--- src/rtl/pde_pkg.sv ---
// Shared types and constants for the priority drain encoder.
// Handshake rule for every port pair: a beat transfers on a rising clk edge where valid && ready.
package pde_pkg;

  typedef enum logic [0:0] {
    IDLE  = 1'b0,
    DRAIN = 1'b1
  } state_t;

  localparam logic [7:0] PDE_NONE_CODE = 8'hF0;

  localparam logic DIR_MSB = 1'b0;
  localparam logic DIR_LSB = 1'b1;

endpackage

--- src/rtl/pde_find_first.sv ---
// Combinational find-first-set over a vector in a selectable direction,
// plus any-set and exactly-one-set flags.
module pde_find_first
  import pde_pkg::*;
#(
  parameter int WIDTH = 16,
  parameter int OUT_W = 8
) (
  input  logic [WIDTH-1:0] vec,
  input  logic             dir,
  output logic [OUT_W-1:0] idx,
  output logic             any,
  output logic             single
);

  // Later matches overwrite earlier ones, so the scan order picks the winner.
  always_comb begin
    idx    = '0;
    any    = |vec;
    single = any && ((vec & (vec - WIDTH'(1))) == '0);
    if (dir == DIR_LSB) begin
      for (int i = WIDTH - 1; i >= 0; i--) begin
        if (vec[i]) idx = OUT_W'(i);
      end
    end else begin
      for (int i = 0; i < WIDTH; i++) begin
        if (vec[i]) idx = OUT_W'(i);
      end
    end
  end

endmodule

--- src/rtl/priority_drain_encoder.sv ---
// Captures a request vector and emits the index of every set bit, one beat per
// output handshake, in priority order. Optional popcount output: PDE_POPCOUNT_EN.
module priority_drain_encoder
  import pde_pkg::*;
#(
  parameter int WIDTH     = 16,
  parameter int OUT_W     = 8,
  parameter int NONE_CODE = int'(PDE_NONE_CODE)
) (
  input  logic                       clk,
  input  logic                       rst_n,
  input  logic                       in_valid,
  output logic                       in_ready,
  input  logic [WIDTH-1:0]           in_vec,
  input  logic                       in_lsb_first,
  output logic                       out_valid,
  input  logic                       out_ready,
  output logic [OUT_W-1:0]           out_idx,
  output logic                       out_last,
  output logic                       out_none,
  output logic                       busy,
`ifdef PDE_POPCOUNT_EN
  output logic [$clog2(WIDTH+1)-1:0] out_count,
`endif
  output state_t                     dbg_state
);

  localparam logic [OUT_W-1:0] NONE_IDX = OUT_W'(NONE_CODE);

  state_t           state_q, state_d;
  logic [WIDTH-1:0] vec_q;
  logic             dir_q;
  logic [OUT_W-1:0] ff_idx;
  logic             ff_any;
  logic             ff_single;
  logic             accept;
  logic             out_fire;

  pde_find_first #(
    .WIDTH (WIDTH),
    .OUT_W (OUT_W)
  ) u_find_first (
    .vec    (vec_q),
    .dir    (dir_q),
    .idx    (ff_idx),
    .any    (ff_any),
    .single (ff_single)
  );

  assign accept    = (state_q == IDLE) && in_valid;
  assign out_fire  = (state_q == DRAIN) && out_ready;
  assign dbg_state = state_q;

  always_ff @(posedge clk or negedge rst_n) begin
    if (!rst_n) state_q <= IDLE;
    else        state_q <= state_d;
  end

  // An empty vector is its own last beat, so the drain ends on the first fire.
  always_comb begin
    state_d = state_q;
    case (state_q)
      IDLE:    if (in_valid) state_d = DRAIN;
      DRAIN:   if (out_ready && (ff_single || !ff_any)) state_d = IDLE;
      default: state_d = IDLE;
    endcase
  end

  always_comb begin
    in_ready  = 1'b1;
    busy      = 1'b0;
    out_valid = 1'b0;
    out_idx   = '0;
    out_last  = 1'b0;
    out_none  = 1'b0;
    if (state_q == DRAIN) begin
      in_ready  = 1'b0;
      busy      = 1'b1;
      out_valid = 1'b1;
      out_none  = !ff_any;
      out_idx   = ff_any ? ff_idx : NONE_IDX;
      out_last  = ff_single || !ff_any;
    end
  end

  always_ff @(posedge clk or negedge rst_n) begin
    if (!rst_n) begin
      vec_q <= '0;
      dir_q <= DIR_MSB;
    end else if (accept) begin
      vec_q <= in_vec;
      dir_q <= in_lsb_first;
    end else if (out_fire && ff_any) begin
      vec_q <= vec_q & ~(WIDTH'(1) << ff_idx);
    end
  end

`ifdef PDE_POPCOUNT_EN
  always_ff @(posedge clk or negedge rst_n) begin
    if (!rst_n)      out_count <= '0;
    else if (accept) out_count <= ($clog2(WIDTH+1))'($countones(in_vec));
  end
`endif

endmodule
--- config.mk ---
export PLATFORM = sky130hd
export DESIGN_NAME = priority_drain_encoder
export DESIGN_NICKNAME = d
export VERILOG_FILES = /design/src/rtl/pde_pkg.sv /design/src/rtl/pde_find_first.sv /design/src/rtl/priority_drain_encoder.sv
export SDC_FILE = /design/constraint.sdc
export NUM_CORES = 1
export LEC_CHECK = 0
export CORE_MARGIN = 5
export CORE_UTILIZATION = 45
export CTS_CLUSTER_DIAMETER = 50
export DETAILED_ROUTE_END_ITERATION = 6
export GPL_TIMING_DRIVEN = 0
export MAX_ROUTING_LAYER = met4
export PLACE_DENSITY = 0.74
export SYNTH_ARGS = -nofsm -noshare
export SYNTH_HDL_FRONTEND = slang
export SYNTH_SLANG_ARGS = --single-unit
--- constraint.sdc ---
create_clock -name clk -period 2.8 [get_ports clk]
set_input_delay 0.28 -clock clk [delete_from_list [all_inputs] [get_ports clk]]
set_output_delay 0.28 -clock clk [all_outputs]
set_load 0.01 [all_outputs]
==> results.sh <==
export IMPL_grt_pass1_wl_mm=6.96
export IMPL_gr_usage_met1_pct=26.6
export IMPL_synth_seq_cells=18
export IMPL_path_buf_inv=2
export IMPL_critPathMaxStageDelay_ns=0.52
export IMPL_seq_area_frac_synth_pct=31.1
export IMPL_area_delta_synth_final_pct=39.3
export IMPL_die_y_um=66.7
export IMPL_num_rows=20
export IMPL_ant_nets=0
export IMPL_grt_util_met2_pct=34.9
export IMPL_synth_top_cell_area_share_pct=31.1
export IMPL_vdd_drop_max_mv=0.773
export IMPL_clkSlewWorstSetupHoldPaths_ns=0.12
export IMPL_grt_met3_usage_pct=3.54
export IMPL_cp_top_family="buffers and inverters"
export IMPL_grt_pass1_vias=1446
export IMPL_htreeDepth=1
export IMPL_cts_root_buf="clkbuf_4"
export IMPL_post_synth_inst_count=169
export IMPL_fin_ws_ns=0.0938
export IMPL_max_freq_mhz=370
export IMPL_first_pass_iters=5
export IMPL_die_area_um2=4450
export IMPL_clk_path_buf_depth=2
export IMPL_total_power_mw=2.83
export IMPL_grt_max_degree=19
export IMPL_internal_power_mw=1.38
export IMPL_finalHoldViolCount=0
export IMPL_p_seq_share_pct=19.1
export IMPL_synth_most_common_cell="nor2_1"
export IMPL_finalWorstPathRequiredPeriod_ns=2.71
export IMPL_track_usage_pct=21.4
export IMPL_core_um2=3080
export IMPL_yosys_top_cells_count="nor2_1, a31oi_1, dfrtp_1"
export IMPL_startpoint="vec_q[4]"
export IMPL_wl_per_cell_um=17.6
export IMPL_path_max_fanout=6
export IMPL_synth_nets=190
export IMPL_fin_nets=234
export IMPL_r2r_start="vec_q[7]"
export IMPL_drv_slew=0
export IMPL_pre_cts_slack_ns=0.0266
export IMPL_antenna_found_initial=0
export IMPL_gr_total_overflow=0
export IMPL_critPathKind="reg2out"
export IMPL_drc_errors=0
export IMPL_stdcell_area_um2=2010
export IMPL_drtIter0Drc=120
export IMPL_syn_area_um2=1450
export IMPL_cts_sinks=18
export IMPL_numCtsBuffers=3
export IMPL_hp_class="in2async"
export IMPL_finalNonFillerCells=256
export IMPL_gp_congestion=0.938
export IMPL_p_clk_share_pct=6.1
export IMPL_die_w_um=66.7
export IMPL_finalSetupTns_ns=0
export IMPL_crit_path_end_kind="primary output"
export IMPL_drv_cap=0
export IMPL_wirelength_mm=4.49
export IMPL_drive_gt1_share_pct=24.1
export IMPL_p_comb_share_pct=74.9
export IMPL_status="finished clean"
export IMPL_yosys_warnings=0
export IMPL_vias_per_cell=6.00
export IMPL_numPortBuffers=34
export IMPL_period_share_pct=96.6
export IMPL_cp_arrival_ns=2.43
export IMPL_worstSetupPathDepth=7
export IMPL_dpl_hpwl_mm=3.29
export IMPL_initial_core_util_pct=47.0
export IMPL_power_density_nw_per_um2=1400
export IMPL_critPathLaunchType="flip-flop"
export IMPL_p_sw_share_pct=51.3
export IMPL_placed_cells=247
export IMPL_rsz0062_at_grt="no"
export IMPL_r2r_cells=6
export IMPL_path_cells="inv_1, a221oi_1, o31ai_1, and3_1, nor3_4, nor2_1, clkdlybuf4s50_1"
export IMPL_synth_enable_flop_cells=0
export IMPL_cp_required_ns=2.52
export IMPL_yosys_area_top_type="dfrtp_1"
export IMPL_clock_skew_final_ns=0.00768
export IMPL_power_leakage_nw=0.762
export IMPL_slew_headroom_pct=45.5
export IMPL_cts_hold_buf=0
export IMPL_synthArstFlopShare_pct=100
export IMPL_busiest_layer="met2"
export IMPL_dr_total_vias=1537
export IMPL_num_io_pins=35
export IMPL_syn_avg_cell_area_um2=8.56
export IMPL_antenna_cells=0
export IMPL_tritoncts="done"
export IMPL_cpMaxStageDelayCell="dfrtp_1"
export IMPL_synth_flop_cell="dfrtp_1"
export IMPL_tightestPinTransition_ns=0.815
export IMPL_dpl_cell_area_um2=1840
export IMPL_netlist_top_cells_area="dfrtp_1, mux2i_1, a31oi_1"
export IMPL_p_sw_mw=1.45
export IMPL_setup_viol=0
export IMPL_synthDistinctLibCells=47
export IMPL_clk_latency_ns=0.31
==> layout make-up <==
| cell class | count | area (µm²) |
|---|---|---|
| clock buffer | 4 | 36.3 |
| timing repair buffer | 40 | 383 |
| fill | 266 | 1060 |
| buffer | 17 | 104 |
| multi-input combinational | 125 | 951 |
| tap | 44 | 55.1 |
| sequential | 18 | 455 |
| inverter | 8 | 30.0 |
==> cell families after synthesis <==
group	after synthesis	share of synthesized area, %
simple gates	51	20.2
flops	18	31.1
buf+inv	26	9.34
compound gates	62	31.1
mux	12	8.30
==> power by group through the flow <==
stage               Combinational [mW]  Sequential [mW]  Clock (mW)
global placement                  1.81            0.511           0
CTS                               1.91            0.516       0.174
floorplan                         1.26            0.486           0
finish                            2.12            0.539       0.172
detailed placement                1.84            0.519           0
global route                      2.27            0.561       0.192
==> path summary, 6_finish.rpt <==
kind	to	slack, ns
worst max-delay path	out_idx[0]	0.09
worst min-delay path	vec_q[1]	0.43
worst max register to register	vec_q[5]	0.48
worst min register to register	vec_q[0]	0.67
max in group asynchronous	vec_q[15]	1.81
min in group clk	dir_q	0.52
==> state kept, by name, summed over array words and instances (netlist names) <==
signal and cells:
dbg_state 1, dir_q 1, vec_q 16
==> through the flow <==
stage,utilization [%],hold slack [ns]
floorplan,-,-0.0156
global placement,59.8,0.675
detailed placement,59.8,0.673
CTS,61.9,0.443
global route,65.4,0.493
finish,65.4,0.429
==> per-layer routing <==
metal | share of wire [%] | vias to the layer above
met1 | 40 | 719
met2 | 50 | 83
met5 | 0 | -
met4 | 2.7 | 0
met3 | 7.1 | 12
li1 | - | 723
==> what timing repair did <==
action | CTS | global route
pin swaps | 2 | 4
gates resized for setup | 4 | 25
endpoints found under the hold margin | 0 | 0
setup buffers | 2 | 4
endpoints found under the setup margin | 8 | 9
==> cell usage in the layout, fill, tap and decap left out, types with 3 or more instances in the layout <==
master / n
a21oi_1: 8
a31oi_1: 17
buf_2: 6
buf_4: 12
clkbuf_1: 3
clkbuf_4: 4
clkdlybuf4s50_1: 32
dfrtp_1: 14
dfrtp_2: 4
inv_1: 8
mux2i_1: 12
nand2_1: 5
nand2_2: 3
nor2_1: 19
nor4_4: 4
o21ai_0: 6
o21ai_1: 3
o22ai_1: 3
o31ai_1: 5
or3_1: 3
No activity file was read; power rests on OpenSTA's default activity.
